### src/rtl/on_time_meter_pkg.sv
// Shared types and default parameter values for the ON-time meter.
package on_time_meter_pkg;

  localparam int unsigned LEN_W_DEF   = 8;
  localparam int unsigned DEPTH_DEF   = 4;
  localparam int unsigned MIN_LEN_DEF = 2;

  typedef enum logic {
    IDLE  = 1'b0,
    COUNT = 1'b1
  } state_t;

endpackage

### src/rtl/on_time_fifo.sv
// Result FIFO for the ON-time meter: power-of-two depth, pointers wrap
// naturally, a pop on a non-empty FIFO frees room for a same-edge push.
module on_time_fifo #(
  parameter int unsigned WIDTH = 8,
  parameter int unsigned DEPTH = 4
) (
  input  logic             clk,
  input  logic             reset,
  input  logic             push,
  input  logic             pop,
  input  logic [WIDTH-1:0] wdata,
  output logic [WIDTH-1:0] rdata,
  output logic             full,
  output logic             empty
);

  localparam int unsigned PTR_W = (DEPTH > 1) ? $clog2(DEPTH) : 1;

  logic [WIDTH-1:0] mem [DEPTH];
  logic [PTR_W-1:0] wr_ptr;
  logic [PTR_W-1:0] rd_ptr;
  logic [PTR_W:0]   count;
  logic             do_pop;
  logic             do_push;

  assign do_pop  = pop & ~empty;
  assign do_push = push & (~full | do_pop);
  assign full    = (count == (PTR_W+1)'(DEPTH));
  assign empty   = (count == '0);
  assign rdata   = empty ? '0 : mem[rd_ptr];

  // Storage write on accepted push.
  always_ff @(posedge clk or posedge reset) begin
    if (reset) begin
      for (int unsigned i = 0; i < DEPTH; i++) mem[i] <= '0;
    end else if (do_push) begin
      mem[wr_ptr] <= wdata;
    end
  end

  // Pointer and occupancy bookkeeping.
  always_ff @(posedge clk or posedge reset) begin
    if (reset) begin
      wr_ptr <= '0;
      rd_ptr <= '0;
      count  <= '0;
    end else begin
      if (do_push) wr_ptr <= wr_ptr + 1'b1;
      if (do_pop)  rd_ptr <= rd_ptr + 1'b1;
      case ({do_push, do_pop})
        2'b10:   count <= count + 1'b1;
        2'b01:   count <= count - 1'b1;
        default: count <= count;
      endcase
    end
  end

endmodule

### src/rtl/on_time_meter.sv
// ON-time meter: measures the number of rising edges din stays high and
// queues each completed length into a small FIFO.
// Optional build macro: ON_TIME_MIN_FILTER_EN drops intervals shorter than
// MIN_LEN edges.
module on_time_meter
  import on_time_meter_pkg::*;
#(
  parameter int unsigned LEN_W   = LEN_W_DEF,
  parameter int unsigned DEPTH   = DEPTH_DEF,
  parameter int unsigned MIN_LEN = MIN_LEN_DEF
) (
  input  logic             clk,
  input  logic             reset,
  input  logic             din,
  output logic             busy,
  output logic             out_valid,
  input  logic             out_ready,
  output logic [LEN_W-1:0] out_len,
  output logic             overflow
);

`ifdef ON_TIME_MIN_FILTER_EN
  localparam logic FILTER_EN = 1'b1;
`else
  localparam logic FILTER_EN = 1'b0;
`endif

  localparam logic [LEN_W-1:0] MIN_L = LEN_W'(MIN_LEN);

  state_t           state;
  state_t           state_nxt;
  logic [LEN_W-1:0] cnt;
  logic [LEN_W-1:0] cnt_nxt;
  logic             push_req;
  logic             keep;
  logic             pop;
  logic             full;
  logic             empty;

  assign keep      = ~FILTER_EN | (cnt >= MIN_L);
  assign busy      = (state == COUNT);
  assign out_valid = ~empty;
  assign pop       = out_ready & out_valid;

  // State and length counter registers.
  always_ff @(posedge clk or posedge reset) begin
    if (reset) begin
      state <= IDLE;
      cnt   <= '0;
    end else begin
      state <= state_nxt;
      cnt   <= cnt_nxt;
    end
  end

  // Next-state, saturating count and push request on the falling level.
  always_comb begin
    state_nxt = state;
    cnt_nxt   = cnt;
    push_req  = 1'b0;
    case (state)
      IDLE: begin
        if (din) begin
          state_nxt = COUNT;
          cnt_nxt   = LEN_W'(1);
        end
      end
      COUNT: begin
        if (din) begin
          if (cnt != '1) cnt_nxt = cnt + 1'b1;
        end else begin
          state_nxt = IDLE;
          cnt_nxt   = '0;
          push_req  = keep;
        end
      end
    endcase
  end

  // Sticky drop flag: a push into a full FIFO with no same-edge pop.
  always_ff @(posedge clk or posedge reset) begin
    if (reset) begin
      overflow <= 1'b0;
    end else if (push_req && full && !pop) begin
      overflow <= 1'b1;
    end
  end

  on_time_fifo #(
    .WIDTH(LEN_W),
    .DEPTH(DEPTH)
  ) u_fifo (
    .clk   (clk),
    .reset (reset),
    .push  (push_req),
    .pop   (pop),
    .wdata (cnt),
    .rdata (out_len),
    .full  (full),
    .empty (empty)
  );

endmodule

### config.mk
export PLATFORM = sky130hd
export DESIGN_NAME = on_time_meter
export DESIGN_NICKNAME = d
export VERILOG_FILES = /design/src/rtl/on_time_meter_pkg.sv /design/src/rtl/on_time_fifo.sv /design/src/rtl/on_time_meter.sv
export SDC_FILE = /design/constraint.sdc
export NUM_CORES = 1
export LEC_CHECK = 0
export CORE_AREA = 2 2 99 72
export DETAILED_ROUTE_END_ITERATION = 10
export DIE_AREA = 0 0 101 74
export GPL_TIMING_DRIVEN = 0
export PLACE_DENSITY = 0.6
export SLEW_MARGIN = 20
export SYNTH_ARGS = -nofsm -noshare
export SYNTH_HDL_FRONTEND = slang
export SYNTH_SLANG_ARGS = --single-unit
### constraint.sdc
create_clock -name clk -period 4.6 [get_ports clk]
set_input_delay 0.46 -clock clk [delete_from_list [all_inputs] [get_ports clk]]
set_output_delay 0.46 -clock clk [all_outputs]
set_load 0.005 [all_outputs]
Yosys cells after proc, flatten, opt, wreduce, memory -nomap -nowiden
Index checks and enable logic that the tools add are counted.
{"block": "op_classes", "n_eq_ne": 6, "mux": 15, "bitwise_logic": 9, "add_sub_neg": 5, "magnitude_cmp": 3, "n_reduce_logical": 7}
{"cell": "two-way mux 8 bit", "n": 7}
{"cell": "bitwise mux 32 bit", "n": 1}
{"cell": "binary-select mux 8 bit (select 2 bit)", "n": 1}
{"cell": "demux 8 bit (select 2 bit)", "n": 1}
{"cell": "one-hot mux 8 bit (2 select lines)", "n": 1}
{"cell": "adder 8 x 1 -> 8 bit (second input constant)", "n": 1}
{"cell": "inequality test 8 bit (second input constant)", "n": 1}
{"cell": ">= comparator 3 bit (second input constant)", "n": 2}
{"cell": "NOT 2 -> 3 bit", "n": 2}
{"cell": "one-hot mux 3 bit (2 select lines)", "n": 1}
{"cell": "adder 2 x 1 -> 2 bit (second input constant)", "n": 2}
{"cell": "adder 3 x 1 -> 3 bit (second input constant)", "n": 1}
{"cell": "AND 1 bit", "n": 3}
{"cell": "== test 3 bit (second input constant)", "n": 1}
{"cell": "logical AND 1 bit", "n": 3}
{"cell": "logical NOT 3 bit", "n": 1}
{"cell": "less-than comparator 3 x 1 -> 1 bit (second input constant)", "n": 1}
{"cell": "two-way mux 1 bit", "n": 3}
{"cell": "inequality test 3 x 2 -> 1 bit (second input constant)", "n": 1}
{"cell": "NOT 1 bit", "n": 3}
{"cell": "subtractor 3 x 1 -> 3 bit (second input constant)", "n": 1}
{"cell": "== test 2 x 1 -> 1 bit (second input constant)", "n": 1}
{"cell": "== test 2 bit (second input constant)", "n": 1}
{"cell": "inequality test 2 bit (second input constant)", "n": 1}
{"cell": "other kinds (4)", "n": 4}
{"block": "totals", "regBits": 49, "elab_cells": 55, "inputBits": 4}

Longest topological paths before layout
Gate-level depths: netlist (run 1).
{"block": "depth", "depth_word": 8, "ltp_mapped": 10, "mapped_depth_nobuf": 8}

Modules after synthesis
A second synthesis (run 1) with hierarchy kept.
{"block": "hier_totals", "hier_cells": 190, "area_unflattened_um2": 2461.1}
{"mod": "on_time_fifo", "cells_each": 126, "area_each_um2": 1860.5, "seq_area_each_um2": 975.9, "instances": 1}
{"mod": "on_time_meter", "cells_each": 64, "area_each_um2": 600.6, "seq_area_each_um2": 250.2, "instances": 1}

Worst setup path before layout (run 1)
No wires, ideal clock.
{"block": "synth_timing", "path_type": "input to register", "start": "input port out_ready", "end": "register u_fifo.count[2]", "slack_ns": 2.371, "path_buffers": 1, "t_arrival_ns": 2.150, "path_stages": 9, "cell_sequence": "or4b_1 buf_6 nand2_2 ha_1 inv_1 fa_1 xor2_1 nor2_1 xor2_1"}
{"block": "synth_via", "elab_chain_cells": 6}
{"item": "start, declared", "line_no": "on_time_meter.sv:17", "source": "input logic out_ready,"}
{"item": "AND 1 bit *", "line_no": "on_time_meter.sv:43", "source": "assign pop = out_ready & out_valid;"}
{"item": "AND 1 bit *", "line_no": "on_time_fifo.sv:26", "source": "assign do_pop = pop & ~empty;"}
{"item": "bitwise OR 1 bit", "line_no": "on_time_fifo.sv:27", "source": "assign do_push = push & (~full | do_pop);"}
{"item": "AND 1 bit", "line_no": "on_time_fifo.sv:27"}
{"item": "== test 2 x 1 -> 1 bit / == test 2 bit (equally long branches)", "line_no": "on_time_fifo.sv:50", "source": "case ({do_push, do_pop})"}
{"item": "one-hot mux 3 bit (2 select lines) / nonzero test 2 bit (equally long branches)"}
{"item": "end signal, assigned", "line_no": "on_time_fifo.sv:51", "source": "2'b10: count <= count + 1'b1;"}
{"item": "end signal, assigned", "line_no": "on_time_fifo.sv:52", "source": "2'b01: count <= count - 1'b1;"}
{"item": "end signal, assigned", "line_no": "on_time_fifo.sv:53", "source": "default: count <= count;"}
{"item": "end, declared", "line_no": "on_time_fifo.sv:22", "source": "logic [PTR_W:0] count;"}
Every way passes the cells marked *; elsewhere a longest branch is shown, timed or not.
A chain may end at the register's enable or synchronous reset.

Worst setup path in the final report (run 1)
{"block": "layout_timing", "start": "register u_fifo.rd_ptr[0]", "end": "output port out_len[1]"}
{"block": "layout_via", "elab_chain_cells": 5}
{"item": "start, declared", "line_no": "on_time_fifo.sv:21", "source": "logic [PTR_W-1:0] rd_ptr;"}
{"item": "start signal, assigned", "line_no": "on_time_fifo.sv:49", "source": "if (do_pop) rd_ptr <= rd_ptr + 1'b1;"}
{"item": "NOT 2 -> 3 bit (implied by the code)", "line_no": "on_time_fifo.sv:30", "source": "assign rdata = empty ? '0 : mem[rd_ptr];"}
{"item": "binary-select mux 8 bit (select 2 bit)", "line_no": "on_time_fifo.sv:30"}
{"item": "two-way mux 8 bit (implied by the code) (2 in series)", "line_no": "on_time_fifo.sv:30"}
{"item": "two-way mux 8 bit", "line_no": "on_time_fifo.sv:30"}
{"item": "end, declared", "line_no": "on_time_meter.sv:18", "source": "output logic [LEN_W-1:0] out_len,"}
Every way passes these cells. The select of a mux whose other input is x is not followed.

==> summary.txt, run 1 <==
Timing
  • Setup TNS: 0 ps
  • Max Clk Rate: 397 MHz
  • Fin crit period: 2520 ps
  • Setup Skew: 10.5 ps
  • Relative slew slack: 65.3%
  • Fin worst setup slack: 2080 ps
  • Finish-stage setup viols: 0
  • Final Hold Fails: 0
  • Tcrit/Tclk final: 54.8%
  • RSZ-0062 raised after global routing: false
  • Worst-Margin Slew: 518 ps
  • Max-slew violations: 0

Setup path
  • Reg2reg start: u_fifo.count[0]$_DFFE_PP0P_
  • Crit-path max cell delay: 560 ps
  • CP startpoint kind: flip-flop
  • Worst EP required: 4140 ps
  • Slowest cell on the critical path: mux4_2
  • Worst Path Max Fanout: 10
  • Buffers and inverters on the worst path: 2
  • Crit path from: u_fifo.rd_ptr[0]$_DFFE_PP0P_
  • Crit Path Class: flip-flop to output pin
  • CP arrival: 2060 ps
  • CP top delay family: buffers and inverters
  • Worst-path cell chain: buf_2 > mux4_2 > and2_1 > clkdlybuf4s50_1
  • Setup slack, reg-to-reg: 2250 ps
  • CP Capture Type: output pin

Yosys
  • Number of synthesized flops with an enable pin: 0
  • Dominant synthesized flop cell: dfrtp_1
  • Syn_area_per_cell: 13.2 sq um
  • Synthesized instance count: 188
  • Share of flip-flops with an asynchronous set or reset: 100%
  • Mapped Area: 0.00248 sq mm
  • #FFs+latches synth: 49
  • Synth warn: 0
  • Syn nets: 199
  • Yosys cell types: 42
  • Register area share after synthesis: 49.5%

Layout
  • Post-layout nets: 221
  • Fin cells: 292
  • Area grow syn2layout: 15.3%
  • Share of cells above drive strength 1: 28.9%
  • # diodes: 0
  • Final core utilization: 43.4%

GRT
  • Total global routing overflow: 0
  • Largest net degree at the start of global routing: 32
  • Overall Global Routing Usage: 13.9%
  • First-pass GRT wire length: 7.91 mm
  • Antenna violations before repair: 0
  • Vias in the first global route: 1469

Route
  • Vias/cell: 5.05
  • Routed WL: 4.50 mm
  • Drt pass-1 iters: 4
  • WL per Instance: 15.4 um
  • DR iter-0 viols: 73
  • Via count: 1474
  • DRC viols: 0
  • Routed Antenna Nets: 0

Floorplan
  • Initial Utilization: 37.7%
  • DIE WIDTH: 101 um
  • Chip Height: 74 um
  • Core ar.: 0.00657 sq mm
  • Ports: 15
  • Die area: 0.00747 sq mm
  • Row cnt: 25

Place
  • Post-DP HPWL: 3.13 mm
  • DP Worst Slack: 1770 ps
  • # placed instances: 284
  • Number of I/O port buffers: 14
  • GP Congestion: 0.801

Power
  • Clock power frac: 24.7%
  • Leak: 1.31 nW
  • Internal power: 0.000910 W
  • Sw Share: 29.3%
  • Combinational share of power: 31.9%
  • Sw Pwr: 0.000377 W
  • Flop pwr share: 43.4%
  • PwrDens: 451 mW/mm^2
  • VDD IR-drop max: 248 uV

Clocking
  • Max clock buf depth: 2
  • CTS resizes: 0
  • Root buffer cell: clkbuf_8
  • Total clock buffers created by CTS: 5
  • Latest clock arrival within the worst-skew pair: 300 ps
  • CTS tree: built
  • CTS clock-pin slew for the worst setup and hold paths: 90 ps
  • CTS sink cnt: 49
  • CTS hold repair buffers: 0
  • H-tree levels: 2
  • Setup repair bufs after CTS: 0

Job
  • Max Cap Viol: 0

Status
  • Status: finished, final reports clean

Worst hold path
  • Hold WC Path Type: primary input to async pin
==> worst paths after layout <==
path | cells after the start | to
worst min-delay path | 2 | u_fifo.rd_ptr[0]$_DFFE_PP0P_
min in group clk | 1 | overflow$_DFFE_PP0P_
max in group asynchronous | 3 | cnt[3]$_DFFE_PP0P_
worst max-delay path | 4 | out_len[1]
worst max register to register | 9 | u_fifo.count[2]$_DFFE_PP0P_
worst min register to register | 1 | overflow$_DFFE_PP0P_
==> metrics by stage <==
step                      hold slack, ps  area (sq um)  power (W)
final                                472          2850    0.00129
after global routing                 483          2850    0.00138
after CTS                            476          2850    0.00131
after detailed placement             449          2740   0.000988
after global placement               444          2720   0.000979
after floorplan                      448          2480   0.000857
==> worst reg2reg max path, stage by stage (launching register included) <==
cell and delay [ps]:
dfrtp_1 430, or4b_1 540, buf_6 170, nand2_2 100, ha_1 190, inv_1 60
fa_1 370, xor2_1 150, nor2_1 110, xor2_1 160
==> routing by layer <==
layer  GRT usage, %  vias to the layer above  share of wire [%]
met5              0                        -                  0
met4           3.15                        0               0.42
met3           3.38                        2                3.2
met2           18.8                       22                 40
met1           22.3                      731                 57
li1               -                      719                  -
==> cells in the final DEF (no fill, tap or decap), types with 2 or more instances in the layout <==
cell type / netlist / routed
and3_1: 2 / 2
mux2_2: 30 / 30
nor2_1: 2 / 2
xor2_1: 3 / 3
mux2_1: 3 / 3
clkbuf_1: 7 / 8
nand3b_1: 2 / 2
buf_2: 6 / 6
nand4_1: 2 / 2
or3_1: 2 / 2
clkbuf_8: 0 / 6
clkdlybuf4s50_1: 0 / 14
and2_1: 10 / 10
nand2_1: 7 / 7
nand3_4: 4 / 4
xnor2_1: 3 / 3
nor2b_1: 2 / 2
dfrtp_1: 49 / 49
mux4_2: 8 / 8
nand3_1: 3 / 3
o21ai_0: 4 / 4
ha_1: 6 / 6
o211ai_1: 2 / 2
a21o_1: 2 / 2
a32o_1: 3 / 3
inv_1: 8 / 7
==> state kept, by name (all words and copies together) (netlist names) <==
signal and flops:
u_fifo.rd_ptr 2, u_fifo.wr_ptr 2, u_fifo.mem 32, busy 1, cnt 8, overflow 1
u_fifo.count 3
==> layout make-up <==
cell class / count / area [sq um]
inverter: 8 / 30.0
sequential: 49 / 1230
clock buffer: 7 / 86.3
timing repair buffer: 15 / 160
buffer: 14 / 67.6
fill: 622 / 3710
clock inverter: 1 / 30.0
tap: 81 / 101
multi-input combinational: 117 / 1150
==> cell usage after synthesis (2+ instances only) <==
library cell	number	area, sq um
a21o_1	2	15.0
a32o_1	3	30.0
and2_1	10	62.6
and3_1	2	12.5
buf_2	6	30.0
clkbuf_1	7	26.3
dfrtp_1	49	1230
ha_1	6	75.1
inv_1	8	30.0
mux2_1	3	33.8
mux2_2	30	338
mux4_2	8	180
nand2_1	7	26.3
nand3_1	3	15.0
nand3_4	4	70.1
nand3b_1	2	15.0
nand4_1	2	12.5
nor2_1	2	7.51
nor2b_1	2	12.5
o211ai_1	2	15.0
o21ai_0	4	20.0
or3_1	2	12.5
xnor2_1	3	26.3
xor2_1	3	26.3
==> kinds of logic (layout without fill, tap and decap cells) <==
family / Yosys count / in the layout / synth area share, %
flip-flops: 49 / 49 / 49.5
multiplexers: 42 / 42 / 22.7
adder cells (fa/ha/maj): 7 / 7 / 3.84
XOR/XNOR: 6 / 6 / 2.12
AND/OR/NAND/NOR: 43 / 43 / 12.1
AO/OA/AOI/OAI: 19 / 19 / 5.76
buffers and inverters: 22 / 45 / 3.94
==> power groups by stage <==
stage               logic, W  clock network, W  registers [W]
floorplan           0.000303                 0       0.000554
global placement    0.000412                 0       0.000567
detailed placement  0.000420                 0       0.000567
CTS                 0.000421          0.000328       0.000559
global route        0.000463          0.000343       0.000571
finish              0.000410          0.000318       0.000559
Power figures use the tool's default switching activity.
==> run 2, diff against run 1 <==
--- a/config.mk
+++ b/config.mk
@@ -9,7 +9,7 @@
 export DETAILED_ROUTE_END_ITERATION = 10
 export DIE_AREA = 0 0 101 74
 export GPL_TIMING_DRIVEN = 0
-export PLACE_DENSITY = 0.6
+export PLACE_DENSITY = 0.62
 export SLEW_MARGIN = 20
 export SYNTH_ARGS = -nofsm -noshare
 export SYNTH_HDL_FRONTEND = slang
==> constraint.sdc (replaced) <==
create_clock -name clk -period 2.3 [get_ports clk]
set_input_delay 0.23 -clock clk [delete_from_list [all_inputs] [get_ports clk]]
set_output_delay 0.23 -clock clk [all_outputs]
set_load 0.005 [all_outputs]
==> run 2 against run 1 <==
Hold slack got worse by 180 ps. Clock power increased by 58%. Sequential cell count unchanged. Critical endpoint is now out_len[0]. Combinational power increased by 110%. Clock skew decreased by 4.1 ps.
==> summary.txt, run 2 (synthesis gave the netlist of run 1 again) <==
Setup path
  • Crit path from: u_fifo.rd_ptr[0]$_DFFE_PP0P_
  • Crit Path Class: flip-flop to output pin
  • CP startpoint kind: flip-flop
  • Worst Path Max Fanout: 10
  • Crit-path max cell delay: 510 ps
  • Worst EP required: 2070 ps
  • Buffers and inverters on the worst path: 2
  • CP top delay family: buffers and inverters
  • CP arrival: 1970 ps
  • Worst-path cell chain: buf_4 > mux4_2 > and2_1 > clkdlybuf4s50_1
  • Slowest cell on the critical path: mux4_2
  • CP Capture Type: output pin
  • Reg2reg start: u_fifo.count[1]$_DFFE_PP0P_

Place
  • Number of I/O port buffers: 14
  • GP Congestion: 0.776
  • Post-DP HPWL: 3.16 mm

GRT
  • Overall Global Routing Usage: 13.5%
  • Total global routing overflow: 0
  • Largest net degree at the start of global routing: 27
  • Vias in the first global route: 1531
  • Antenna violations before repair: 0
  • First-pass GRT wire length: 7.75 mm

Layout
  • Post-layout nets: 223
  • Top reg by flops: u_fifo.mem
  • Most common cell after layout, fill and taps aside: dfrtp_1
  • Most frequent cells in the layout: 49 x dfrtp_1, 30 x mux2_2, 14 x clkdlybuf4s50_1
  • Share of cells above drive strength 1: 31.1%
  • Largest regs: u_fifo.mem (32), cnt (8), u_fifo.count (3)
  • # diodes: 0
  • Number of flip-flops in the largest register: 32
  • Area grow syn2layout: 15.8%

Job
  • Max Cap Viol: 0

Timing
  • Setup Skew: 6.40 ps
  • Worst-Margin Slew: 514 ps
  • Max-slew violations: 0
  • Final Hold Slack: 290 ps
  • Setup TNS: 0 ps
  • Finish-stage setup viols: 0
  • RSZ-0062 raised after global routing: false
  • Final Hold Fails: 0
  • Tcrit/Tclk final: 95.8%
  • Max Clk Rate: 454 MHz
  • Relative slew slack: 65.7%
  • Fin crit period: 2200 ps

Floorplan
  • Chip Height: 74 um
  • Die area: 0.00747 sq mm
  • DIE WIDTH: 101 um
  • Initial Utilization: 37.7%
  • Ports: 15
  • Row cnt: 25
  • Core ar.: 0.00657 sq mm

Route
  • Routed WL: 4.51 mm
  • Via count: 1497
  • Routed Antenna Nets: 0
  • DR iter-0 viols: 67
  • DRC viols: 0
  • WL per Instance: 15.4 um
  • Vias/cell: 5.11
  • Drt pass-1 iters: 4

Worst hold path
  • Hold WC Path Type: primary input to async pin

Clocking
  • CTS clock-pin slew for the worst setup and hold paths: 80 ps
  • Latest clock arrival within the worst-skew pair: 290 ps
  • H-tree levels: 2
  • CTS tree: built
  • CTS hold repair buffers: 0
  • Root buffer cell: clkbuf_8
  • Total clock buffers created by CTS: 5
  • CTS sink cnt: 49
  • Max clock buf depth: 2

Power
  • PwrDens: 874 mW/mm^2
  • VDD IR-drop max: 473 uV
  • Overall Power: 0.00251 W
  • Leak: 1.31 nW

Status
  • Status: finished, final reports clean
## run 2: per-stage QoR
| stage | area, sq um | util (%) | setup slack, ps | instances |
|---|---|---|---|---|
| after floorplan | 2480 | - | 111 | 188 |
| after global placement | 2720 | 41.4 | -237 | 283 |
| after detailed placement | 2740 | 41.7 | -234 | 284 |
| after CTS | 2850 | 43.3 | 25.1 | 293 |
| after global routing | 2870 | 43.7 | 10.9 | 293 |
| final | 2870 | 43.7 | 97.4 | 293 |
## run 2: path summary, 6_finish.rpt
check	end	slack [ps]	cells past startpoint
worst max-delay path	out_len[0]	100	4
worst min-delay path	u_fifo.mem[29]$_DFFE_PP0P_	290	2
worst max register to register	u_fifo.count[2]$_DFFE_PP0P_	100	9
worst min register to register	overflow$_DFFE_PP0P_	460	1
max in group asynchronous	busy$_DFF_PP0_	1500	3
min in group clk	busy$_DFF_PP0_	400	1
## run 2: per-layer routing
metal | up-vias | track usage (%) | routed length, um
met5 | - | 0 | 0
met4 | 0 | 1.80 | 14
met1 | 762 | 19.2 | 2290
li1 | 719 | - | -
met2 | 14 | 21.8 | 2090
met3 | 2 | 3.67 | 114
## run 2: worst register-to-register path: cells and delay by family (launching register included)
family,cells,cell delay [ps]
AND/OR/NAND/NOR,3,720
adder cells (fa/ha/maj),2,510
flip-flops,1,410
buffers and inverters,2,180
XOR/XNOR,2,310
## run 2: timing repair
action,CTS,global route
gates resized for setup,3,7
endpoints found under the setup margin,5,9
cloned,0,0
buffers inserted,2,0
## run 2: power breakdown
part           internal [W]  total, W  switching (W)
sequential          0.00102   0.00112       0.000103
combinational      0.000488  0.000881       0.000394
clock              0.000239  0.000502       0.000263
total               0.00175   0.00251       0.000760
## run 2: final cells by class
type / instances / area (sq um)
plain buffers: 14 / 75.1
clock buffers: 7 / 86.3
fillers: 632 / 3700
inverters: 8 / 30.0
multi-input cells: 117 / 1170
flip-flops and latches: 49 / 1230
well taps: 81 / 101
repair buffers: 17 / 175
==> run 3, diff against run 2 <==
--- a/config.mk
+++ b/config.mk
@@ -5,6 +5,7 @@
 export SDC_FILE = /design/constraint.sdc
 export NUM_CORES = 1
 export LEC_CHECK = 0
+export ABC_AREA = 0
 export CORE_AREA = 2 2 99 72
 export DETAILED_ROUTE_END_ITERATION = 10
 export DIE_AREA = 0 0 101 74
==> results of run 3 <==
No change in the layout: final DEF, timing and power equal those of run 2.
